`src/rtl/i2c_read_master.sv`:
```
// I2C master: START, {DEV_ADDR,R}, address-ACK check, NBYTES reads with master ACK/NACK, STOP.
// Runs (11 + 9*NBYTES)*4*CLK_DIV cycles per request unless the slave stretches SCL; start is ignored while busy.
module i2c_read_master #(
   parameter int         CLK_DIV  = 4,
   parameter logic [6:0] DEV_ADDR = 7'h48,
   parameter int         NBYTES   = 2
) (
   input  logic                clk_10M,
   input  logic                reset,
   input  logic                start,
   output logic                scl_o,
   input  logic                scl_i,
   output logic                sda_oe,
   input  logic                sda_i,
   output logic                busy,
   output logic                done,
   output logic                nack,
   output logic [8*NBYTES-1:0] dout
);

   localparam int              DW        = 8 * NBYTES;
   localparam int              DIV_W     = (CLK_DIV > 1) ? $clog2(CLK_DIV) : 1;
   localparam logic [DIV_W-1:0] DIV_LAST = DIV_W'(CLK_DIV - 1);
   localparam logic [7:0]      ADDR_BYTE = {DEV_ADDR, 1'b1};
   localparam logic [2:0]      LAST_BYTE = 3'(NBYTES - 1);

   typedef enum logic [2:0] {
      S_IDLE, S_START, S_ADDR, S_AACK, S_READ, S_MACK, S_STOP
   } state_t;

   state_t            state_q, state_d;
   logic [DIV_W-1:0]  div_q, div_d;
   logic [1:0]        ph_q, ph_d;
   logic [2:0]        bit_q, bit_d;
   logic [2:0]        byte_q, byte_d;
   logic [DW-1:0]     shift_q, shift_d;
   logic [DW-1:0]     dout_q, dout_d;
   logic              scl_q, scl_d;
   logic              sda_oe_q, sda_oe_d;
   logic              busy_q, busy_d;
   logic              done_q, done_d;
   logic              nack_q, nack_d;
   logic              tick;
   logic              stall;

   assign tick  = (div_q == DIV_LAST);
   // A slave holding SCL low while we release it freezes the phase, not the divider.
   assign stall = ph_q[1] & ~scl_i;

   always_comb begin
      state_d  = state_q;
      div_d    = tick ? '0 : div_q + DIV_W'(1);
      ph_d     = ph_q;
      bit_d    = bit_q;
      byte_d   = byte_q;
      shift_d  = shift_q;
      dout_d   = dout_q;
      scl_d    = scl_q;
      sda_oe_d = sda_oe_q;
      busy_d   = busy_q;
      done_d   = 1'b0;
      nack_d   = nack_q;

      if (state_q == S_IDLE) begin
         div_d = '0;
         if (start && !done_q) begin
            state_d = S_START;
            busy_d  = 1'b1;
            nack_d  = 1'b0;
            ph_d    = 2'd0;
            bit_d   = 3'd0;
            byte_d  = 3'd0;
            shift_d = '0;
         end
      end else if (tick && !stall) begin
         if (ph_q != 2'd3) begin
            ph_d = ph_q + 2'd1;
            if (ph_q == 2'd1) begin
               scl_d = 1'b1;
               if (state_q == S_START) sda_oe_d = 1'b1;
            end
            if (ph_q == 2'd2) begin
               case (state_q)
                  S_AACK:  nack_d   = sda_i;
                  S_READ:  shift_d  = {shift_q[DW-2:0], sda_i};
                  S_STOP:  sda_oe_d = 1'b0;
                  default: ;
               endcase
            end
         end else begin
            // End of bit: pick the next state and drive SDA for its ph0.
            ph_d  = 2'd0;
            scl_d = 1'b0;
            bit_d = bit_q + 3'd1;
            case (state_q)
               S_START: begin
                  state_d  = S_ADDR;
                  bit_d    = 3'd0;
                  sda_oe_d = ~ADDR_BYTE[7];
               end
               S_ADDR: begin
                  if (bit_q == 3'd7) begin
                     state_d  = S_AACK;
                     sda_oe_d = 1'b0;
                  end else begin
                     sda_oe_d = ~ADDR_BYTE[3'd6 - bit_q];
                  end
               end
               S_AACK: begin
                  bit_d = 3'd0;
                  if (nack_q) begin
                     state_d  = S_STOP;
                     sda_oe_d = 1'b1;
                  end else begin
                     state_d  = S_READ;
                     sda_oe_d = 1'b0;
                  end
               end
               S_READ: begin
                  if (bit_q == 3'd7) begin
                     state_d  = S_MACK;
                     sda_oe_d = (byte_q != LAST_BYTE);
                  end else begin
                     sda_oe_d = 1'b0;
                  end
               end
               S_MACK: begin
                  bit_d = 3'd0;
                  if (byte_q == LAST_BYTE) begin
                     state_d  = S_STOP;
                     sda_oe_d = 1'b1;
                  end else begin
                     state_d  = S_READ;
                     byte_d   = byte_q + 3'd1;
                     sda_oe_d = 1'b0;
                  end
               end
               S_STOP: begin
                  state_d = S_IDLE;
                  scl_d   = 1'b1;
                  busy_d  = 1'b0;
                  done_d  = 1'b1;
                  if (!nack_q) dout_d = shift_q;
               end
               default: state_d = S_IDLE;
            endcase
         end
      end
   end

   always_ff @(posedge clk_10M or posedge reset) begin
      if (reset) begin
         state_q  <= S_IDLE;
         div_q    <= '0;
         ph_q     <= 2'd0;
         bit_q    <= 3'd0;
         byte_q   <= 3'd0;
         shift_q  <= '0;
         dout_q   <= '0;
         scl_q    <= 1'b1;
         sda_oe_q <= 1'b0;
         busy_q   <= 1'b0;
         done_q   <= 1'b0;
         nack_q   <= 1'b0;
      end else begin
         state_q  <= state_d;
         div_q    <= div_d;
         ph_q     <= ph_d;
         bit_q    <= bit_d;
         byte_q   <= byte_d;
         shift_q  <= shift_d;
         dout_q   <= dout_d;
         scl_q    <= scl_d;
         sda_oe_q <= sda_oe_d;
         busy_q   <= busy_d;
         done_q   <= done_d;
         nack_q   <= nack_d;
      end
   end

   assign scl_o  = scl_q;
   assign sda_oe = sda_oe_q;
   assign busy   = busy_q;
   assign done   = done_q;
   assign nack   = nack_q;
   assign dout   = dout_q;

endmodule

```
`config.mk`:
```
export PLATFORM = sky130hd
export DESIGN_NAME = i2c_read_master
export DESIGN_NICKNAME = d
export VERILOG_FILES = /design/src/rtl/i2c_read_master.sv
export SDC_FILE = /design/constraint.sdc
export NUM_CORES = 1
export LEC_CHECK = 0
export ABC_AREA = 1
export BUFFER_PORTS_ARGS = -buffer_cell sky130_fd_sc_hd__clkbuf_2
export CELL_PAD_IN_SITES_DETAIL_PLACEMENT = 1
export CELL_PAD_IN_SITES_GLOBAL_PLACEMENT = 1
export CORE_AREA = 2 2 90 70
export CTS_CLUSTER_SIZE = 12
export DETAILED_ROUTE_END_ITERATION = 12
export DIE_AREA = 0 0 92 72
export HOLD_SLACK_MARGIN = 0.05
export PLACE_DENSITY = 0.79
export SYNTH_ARGS = -nofsm -noshare
export SYNTH_HDL_FRONTEND = slang
export SYNTH_SLANG_ARGS = --single-unit
```
`constraint.sdc`:
```
create_clock -name clk_10M -period 2 [get_ports clk_10M]
set_input_delay 0.4 -clock clk_10M [delete_from_list [all_inputs] [get_ports clk_10M]]
set_output_delay 0.4 -clock clk_10M [all_outputs]
set_load 0.1 [all_outputs]
```
==> metrics.log, run 1 <==
[metrics] Longest Clk Path Bufs: 2
[metrics] total non-filler cell area in the finished layout: between 2000 and 3000 sq um
[metrics] Inserted Diodes: 0
[metrics] sinks on the clock net: 50
[metrics] number of nets in the final layout: 334
[metrics] result of the run: completed
[metrics] Max-Slew Margin vs Limit: 0.6378
[metrics] final standard cell utilization of the core: 0.4825
[metrics] power share of the combinational group: 0.412
[metrics] slowest library cell on the worst path: dfrtp_1
[metrics] Internal Dissipation: 1.836 mW
[metrics] delay of the slowest cell on the worst path: around 570 ps
[metrics] number of fillers in the final layout: 708
[metrics] Setup violations, final: 0
[metrics] leading area contributor after synthesis: dfrtp_1
[metrics] Highest Clock Rate: between 500 and 600 MHz
[metrics] final routed wirelength across all metal layers: between 5 and 6 mm
[metrics] sequential fraction of the synthesis area: 0.5125
[metrics] initial antenna violation count: 0
[metrics] fraction of post-synthesis cell area in the top cell type by area: 0.5018
[metrics] instance area after placement: 2655 sq um
[metrics] RSZ-0062 raised after global routing: no
[metrics] part of the total power dissipated in the clock network: 0.187
[metrics] setup slack after placement: 219.2 ps
[metrics] wire length of the first global-routing pass: 9.528 mm
[metrics] endpoint required time on the critical path: 2240 ps
[metrics] Yosys reg bits: 50
[metrics] reported max-cap violation count: 0
[metrics] setup TNS: 0 ps
[metrics] sequential share of power: 0.400
[metrics] count of routing violations after the opening detailed-route iteration: 137
[metrics] total global routing track utilization: 0.1820
[metrics] clock transition at the register clock pins on the worst setup and hold paths after CTS: 110 ps
[metrics] arrival time at the worst endpoint: 2040 ps
[metrics] power dissipated by switching net loads: 1.603 mW
[metrics] clock latency on the worst-skew pair: between 300 and 400 ps
[metrics] post-route worst setup slack: 200.7 ps
[metrics] worst path cell trace: nor2_4 -> nand2_2 -> buf_4 -> nand2_1 -> nand3_2 -> buf_4 -> nand2_1 -> o21ai_1
[metrics] number of H-tree levels: 2
[metrics] total via count in the routed design: 1946
[metrics] number of pins exceeding their max-slew limit in the final report: 0
[metrics] fraction of layout cells with a size suffix above 1: 0.1719
[metrics] Post-route DRC: 0
[metrics] Post-Syn Area per Cell: 8.397 sq um
[metrics] endpoints failing hold: 0
[metrics] most common cell after layout, fill and taps aside: nand2_1
[metrics] I/O pin cnt: 26
[metrics] Die Footprint: roughly 6600 sq um
[metrics] FF-to-FF setup slack: 200 ps
[metrics] initial cell density of the core: 0.4283
[metrics] post-synthesis to final-layout area growth: 12.65%
[metrics] cts-stage hold buffer count: 0
[metrics] ranking of synthesized cells by area: dfrtp_1 (50%), nand2_1 (17%), nand3_1 (5.7%)
[metrics] cell area after synthesis: between 2000 and 2500 sq um
[metrics] Post CTS Setup Buffer Count: 0
[metrics] maximum number of pins on one net before global-route repair: 51
[metrics] detailed-routing iteration count for the pre-antenna-repair pass: 4
[metrics] Worst Path Max Fanout: 32
[metrics] half-perimeter wire length after placement: between 3 and 4 mm
[metrics] worst setup path category: flop to flop
[metrics] warnings from Yosys: 0
[metrics] via count of the first global-routing pass: 1967
[metrics] commonest cells after routing, fill and taps aside: nand2_1 (111), dfrtp_1 (49), nand3_1 (28), clkbuf_2 (25)
[metrics] peak supply drop: about 360 uV
[metrics] floorplan core area: approximately 5700 sq um
[metrics] Vias/cell: roughly 5
[metrics] startpoint type of the worst setup path: flop
[metrics] Cell variety after synth: 30
[metrics] residual overflow from global routing: 0
[metrics] port buffer count: 25
[metrics] CTS tree: done
[metrics] multi-input combinational cell area: 1059 sq um
[metrics] Die Span Y: approximately 72 um
[metrics] Die X: 92 um
[metrics] Worst setup EP type: flop
[metrics] post-route minimum period: 1799 ps
[metrics] switching part of the total power: 0.4662
[metrics] worst min path class: input pin to async pin
[metrics] worst slew pin tran: 545.7 ps
[metrics] combined flip-flop and latch cell area: 1252 sq um
[metrics] Post-Syn Instances: 291
[metrics] wire length per cell after detailed routing: ~14 um
[metrics] Leakage: 1.477 nW
[metrics] hold slack: 96.54 ps
[metrics] master cell of the clock root buffer: clkbuf_8
[metrics] ANT nets after route: 0
[metrics] Setup Skew: 10.55 ps
[metrics] synthesized net count: 306
[metrics] global placement routability congestion: 0.8076
[metrics] cell area power density: 1249 nW/um^2
[metrics] Num CTS Buffers: 5
[metrics] post_cts resized: 0
[metrics] share of the clock period used by the worst path after layout: 0.8997
[metrics] row count: 24
[logic make-up (layout without fill, tap and decap cells)]
family | count (synthesis) | after routing | share of synthesized area
simple gates | 171 | 171 | 0.3098
flops | 50 | 50 | 0.5125
compound gates | 31 | 31 | 0.06862
buf+inv | 28 | 57 | 0.05428
xor+xnor | 1 | 1 | 0.003585
fa+ha+maj | 10 | 10 | 0.05120
[critical path: cells and delay by family (launching register included)]
family	cells	cell delay, ps
buf+inv	2	550
simple gates	5	510
flops	1	570
compound gates	1	90
[power by group through the flow]
stage,Combinational [mW],Sequential (mW),Clock (mW)
global route,1.62,1.41,0.707
floorplan,0.993,1.51,0
global placement,1.37,1.38,0
CTS,1.43,1.38,0.668
finish,1.42,1.38,0.644
detailed placement,1.42,1.40,0
[flip-flops by register name, indices dropped and copies added, names as in the netlist]
register	flops
ph_q	2
byte_q	3
busy	1
div_q	2
bit_q	3
scl_o	1
done	1
sda_oe	1
shift_q	16
state_q	3
nack	1
dout	16
[layer usage]
metal  part of all wire  track usage
met3              0.024      0.03115
met5                  0            0
met1               0.53       0.2612
met4              0.017      0.06633
met2               0.43       0.2819
[Yosys cell counts]
| library cell | number |
|---|---|
| buf_2 | 4 |
| nand4_1 | 1 |
| nand3_1 | 28 |
| buf_6 | 3 |
| nor2_8 | 1 |
| a21o_1 | 1 |
| nor2_1 | 18 |
| clkbuf_1 | 2 |
| nand2_1 | 111 |
| dfrtp_1 | 49 |
| a21oi_1 | 4 |
| nor2_4 | 1 |
| inv_1 | 13 |
| dfstp_2 | 1 |
| nor3_1 | 2 |
| nand2_4 | 2 |
| nor3_4 | 1 |
| o22ai_1 | 1 |
| a21oi_2 | 1 |
| nand3b_1 | 1 |
| o21bai_1 | 1 |
| nand2_2 | 3 |
| clkinv_1 | 2 |
| o21ai_0 | 4 |
| inv_2 | 4 |
| o21a_1 | 1 |
| xor2_1 | 1 |
| nand3_2 | 2 |
| o21ai_1 | 18 |
| ha_1 | 10 |
[metrics by stage]
step                      std cells  total power [mW]
after floorplan                 291             2.505
after global placement          390             2.757
after detailed placement        390             2.812
after CTS                       398             3.476
after global routing            398             3.730
final                           398             3.439
[worst paths after layout]
kind	from	depth (start not counted)	to
max	state_q[0]	8	shift_q[9]
min	reset	3	dout[13]
max reg2reg	state_q[0]	8	shift_q[9]
min reg2reg	div_q[0]	1	div_q[0]
max in group asynchronous	reset	3	scl_o
min in group clk_10M	sda_i	3	shift_q[0]
[area by class of cell]
cell class | instances | share of cell area
clock inverter | 3 | 0.01045
tap | 78 | 0.03545
inverter | 19 | 0.02591
timing repair buffer | 30 | 0.06364
clock buffer | 5 | 0.02500
sequential | 50 | 0.4550
multi-input combinational | 213 | 0.3845
Power figures use the tool's default switching activity.
==> run 2: changes to the inputs <==
--- a/config.mk
+++ b/config.mk
@@ -15,6 +15,7 @@
 export DIE_AREA = 0 0 92 72
 export HOLD_SLACK_MARGIN = 0.05
 export PLACE_DENSITY = 0.79
+export REMOVE_ABC_BUFFERS = 1
 export SYNTH_ARGS = -nofsm -noshare
 export SYNTH_HDL_FRONTEND = slang
 export SYNTH_SLANG_ARGS = --single-unit
==> constraint.sdc (replaced) <==
create_clock -name clk_10M -period 2 [get_ports clk_10M]
set_input_delay 0.1 -clock clk_10M [delete_from_list [all_inputs] [get_ports clk_10M]]
set_output_delay 0.1 -clock clk_10M [all_outputs]
set_load 0.1 [all_outputs]
==> run 2 against run 1 <==
- core utilization grew 0.26 points
- global-route usage grew 1.2 points
- power grew 0.86%
- sequential share of layout area shrank 0.25 points
- design area grew 0.55%
- flip-flop and latch count is the same
- worst hold slack lost 23 ps
- first-iteration DRC count grew 2.9%
- clock skew shrank 6.3 ps
- register-to-register slack lost 20 ps
- maximum frequency shrank 1.2%
- critical path depth grew 1
- critical endpoint is now shift_q[15]
- largest power group unchanged
==> metrics.log, run 2 (synthesized netlist as in run 1, its figures left out) <==
[metrics] result of the run: completed
[metrics] post-route minimum period: 1821 ps (+22.06 ps)
[metrics] maximum number of pins on one net before global-route repair: 33 (-35%)
[metrics] Highest Clock Rate: 549.0 MHz (-1.2%)
[metrics] delay of the slowest cell on the worst path: 500 ps (-70 ps)
[metrics] Die Span Y: 72 um (unchanged)
[metrics] share of the clock period used by the worst path after layout: 0.9107 (+0.01103)
[metrics] worst hold start: sda_i
[metrics] Die X: 92 um (unchanged)
[metrics] residual overflow from global routing: 0 (unchanged)
[metrics] via count of the first global-routing pass: 2053 (+4.4%)
[metrics] sinks on the clock net: 50 (unchanged)
[metrics] number of fillers in the final layout: 722 (+2.0%)
[metrics] ANT nets after route: 0 (unchanged)
[metrics] detailed-routing iteration count for the pre-antenna-repair pass: 4 (unchanged)
[metrics] worst path cell trace: nor2_4 -> nand2_2 -> inv_2 -> nand3_2 -> nand2_1 -> nand3_2 -> buf_4 -> nand2_1 -> o21ai_1
[metrics] placed instance count: 391 (+0.26%)
[metrics] Worst Setup SP: state_q[0]
[metrics] initial cell density of the core: 0.4283 (unchanged)
[metrics] port buffer count: 25 (unchanged)
[metrics] Max-Slew Margin vs Limit: 0.6349 (-0.002855)
[metrics] Post-route DRC: 0 (unchanged)
[metrics] buffers plus inverters on the worst setup path: 2 (unchanged)
[metrics] wire length per cell after detailed routing: 14.44 um (+6.9%)
[metrics] endpoint required time on the critical path: 2190 ps (-50 ps)
[metrics] cell area power density: 1253 nW/um^2 (+0.32%)
[metrics] floorplan core area: 5705 sq um (unchanged)
[metrics] final routed wirelength across all metal layers: 5.775 mm (+7.4%)
[metrics] Vias/cell: 4.993 (+2.1%)
[metrics] half-perimeter wire length after placement: 4.262 mm (+9.7%)
[metrics] Setup Skew: 4.267 ps (-6.283 ps)
[metrics] post-route worst setup slack: 178.6 ps (-22.06 ps)
[metrics] total global routing track utilization: 0.1940 (+0.01203)
[metrics] power after layout: 3.469 mW (+0.86%)
[metrics] worst min path class: input pin to flop
[metrics] worst r2r src: state_q[0]
[metrics] fraction of layout cells with a size suffix above 1: 0.1739 (+0.002038)
[metrics] initial antenna violation count: 0 (unchanged)
[metrics] row count: 24 (unchanged)
[metrics] Inserted Diodes: 0 (unchanged)
[metrics] I/O pin cnt: 26 (unchanged)
[metrics] Num CTS Buffers: 5 (unchanged)
[metrics] commonest cells after routing, fill and taps aside: nand2_1 (111), dfrtp_1 (49), nand3_1 (28), clkbuf_2 (25)
[metrics] post_cts resized: 0 (unchanged)
[metrics] arrival time at the worst endpoint: 2010 ps (-30 ps)
[metrics] hold slack: 73.44 ps (-23.11 ps)
[metrics] multi-input combinational cell area: 1059 sq um (unchanged)
[metrics] post-layout instance count excluding filler cells: 400 (+0.50%)
[metrics] Die Footprint: 6624 sq um (unchanged)
[metrics] Longest Clk Path Bufs: 2 (unchanged)
[metrics] setup slack after placement: 199.6 ps (-19.64 ps)
[metrics] Leakage: 1.482 nW (+0.38%)
[metrics] RSZ-0062 raised after global routing: no
[metrics] post-synthesis to final-layout area growth: 13.26%
[metrics] count of routing violations after the opening detailed-route iteration: 141 (+2.9%)
[metrics] endpoints failing hold: 0 (unchanged)
[metrics] slowest library cell on the worst path: dfrtp_1
[metrics] CTS tree: done
[metrics] clock latency on the worst-skew pair: 310 ps (about the same)
[metrics] reported max-cap violation count: 0 (unchanged)
[metrics] clock transition at the register clock pins on the worst setup and hold paths after CTS: 90 ps (-20 ps)
[metrics] startpoint type of the worst setup path: flop
[metrics] global placement routability congestion: 0.8258 (+2.3%)
[metrics] worst slew pin tran: 546.9 ps (+1.166 ps)
[metrics] number of H-tree levels: 2 (unchanged)
[metrics] total via count in the routed design: 1997 (+2.6%)
[metrics] top cell family by delay on the critical path: simple AND/OR/NAND/NOR gates
[metrics] setup TNS: 0 ps (unchanged)
[metrics] number of nets in the final layout: 336 (+0.60%)
[metrics] Post CTS Setup Buffer Count: 0 (unchanged)
[metrics] wire length of the first global-routing pass: 10.06 mm (+5.6%)
[metrics] Worst setup EP type: flop
[metrics] Setup violations, final: 0 (unchanged)
[metrics] most common cell after layout, fill and taps aside: nand2_1
[metrics] master cell of the clock root buffer: clkbuf_8
[metrics] peak supply drop: 817.7 uV (+130%)
[metrics] worst setup path category: flop to flop
[metrics] number of pins exceeding their max-slew limit in the final report: 0 (unchanged)
[metrics] combined flip-flop and latch cell area: 1252 sq um (unchanged)
[metrics] Worst Path Max Fanout: 32 (unchanged)
[run 2: worst paths after layout]
kind / end / slack (ps) / depth (start not counted)
max: shift_q[15] / 180 / 9
min: shift_q[0] / 70 / 3
max reg2reg: shift_q[15] / 180 / 9
min reg2reg: div_q[0] / 460 / 1
max in group asynchronous: bit_q[2] / 1100 / 4
min in group asynchronous: dout[15] / 360 / 3
[run 2: area by class of cell]
class	count	share of cell area
clock buffers	6	0.02984
clock inverters	2	0.004521
inverters	19	0.02577
multi-input cells	213	0.3825
flip-flops and latches	50	0.4525
well taps	78	0.03526
repair buffers	32	0.06962
[run 2: metal layers]
| layer | global-route usage | routed length [um] | part of all wire | vias up |
|---|---|---|---|---|
| li1 | - | - | - | 989 |
| met1 | 0.2815 | 2942 | 0.51 | 974 |
| met2 | 0.2917 | 2566 | 0.44 | 27 |
| met3 | 0.03946 | 176 | 0.030 | 7 |
| met4 | 0.06965 | 90 | 0.016 | 0 |
| met5 | 0 | 0 | 0 | - |
[run 2: repair_timing]
item | 4_1_cts | 5_1_grt
hold buffers | 1 | 0
endpoints found under the setup margin | 0 | 0
hold endpoints to repair | 22 | 0
[run 2: tightest hold or removal path, delay by kind of cell]
kind            cells  cell delay [ps]
simple gates        1               90
compound gates      1               70
buf+inv             1               90
[run 2: power by group]
part           total, mW  leakage [nW]  internal, mW  switching, mW
combinational       1.47         0.760         0.398           1.07
sequential          1.37         0.675          1.19          0.180
clock              0.629        0.0472         0.279          0.350
total               3.47          1.48          1.87           1.60
[run 2: stage by stage]
stage,util,area [sq um]
6_report,0.4851,2768
5_1_grt,0.4851,2768
4_1_cts,0.4851,2768
3_5_place_dp,0.4667,2663
3_3_place_gp,0.4667,2663
2_1_floorplan,-,2382
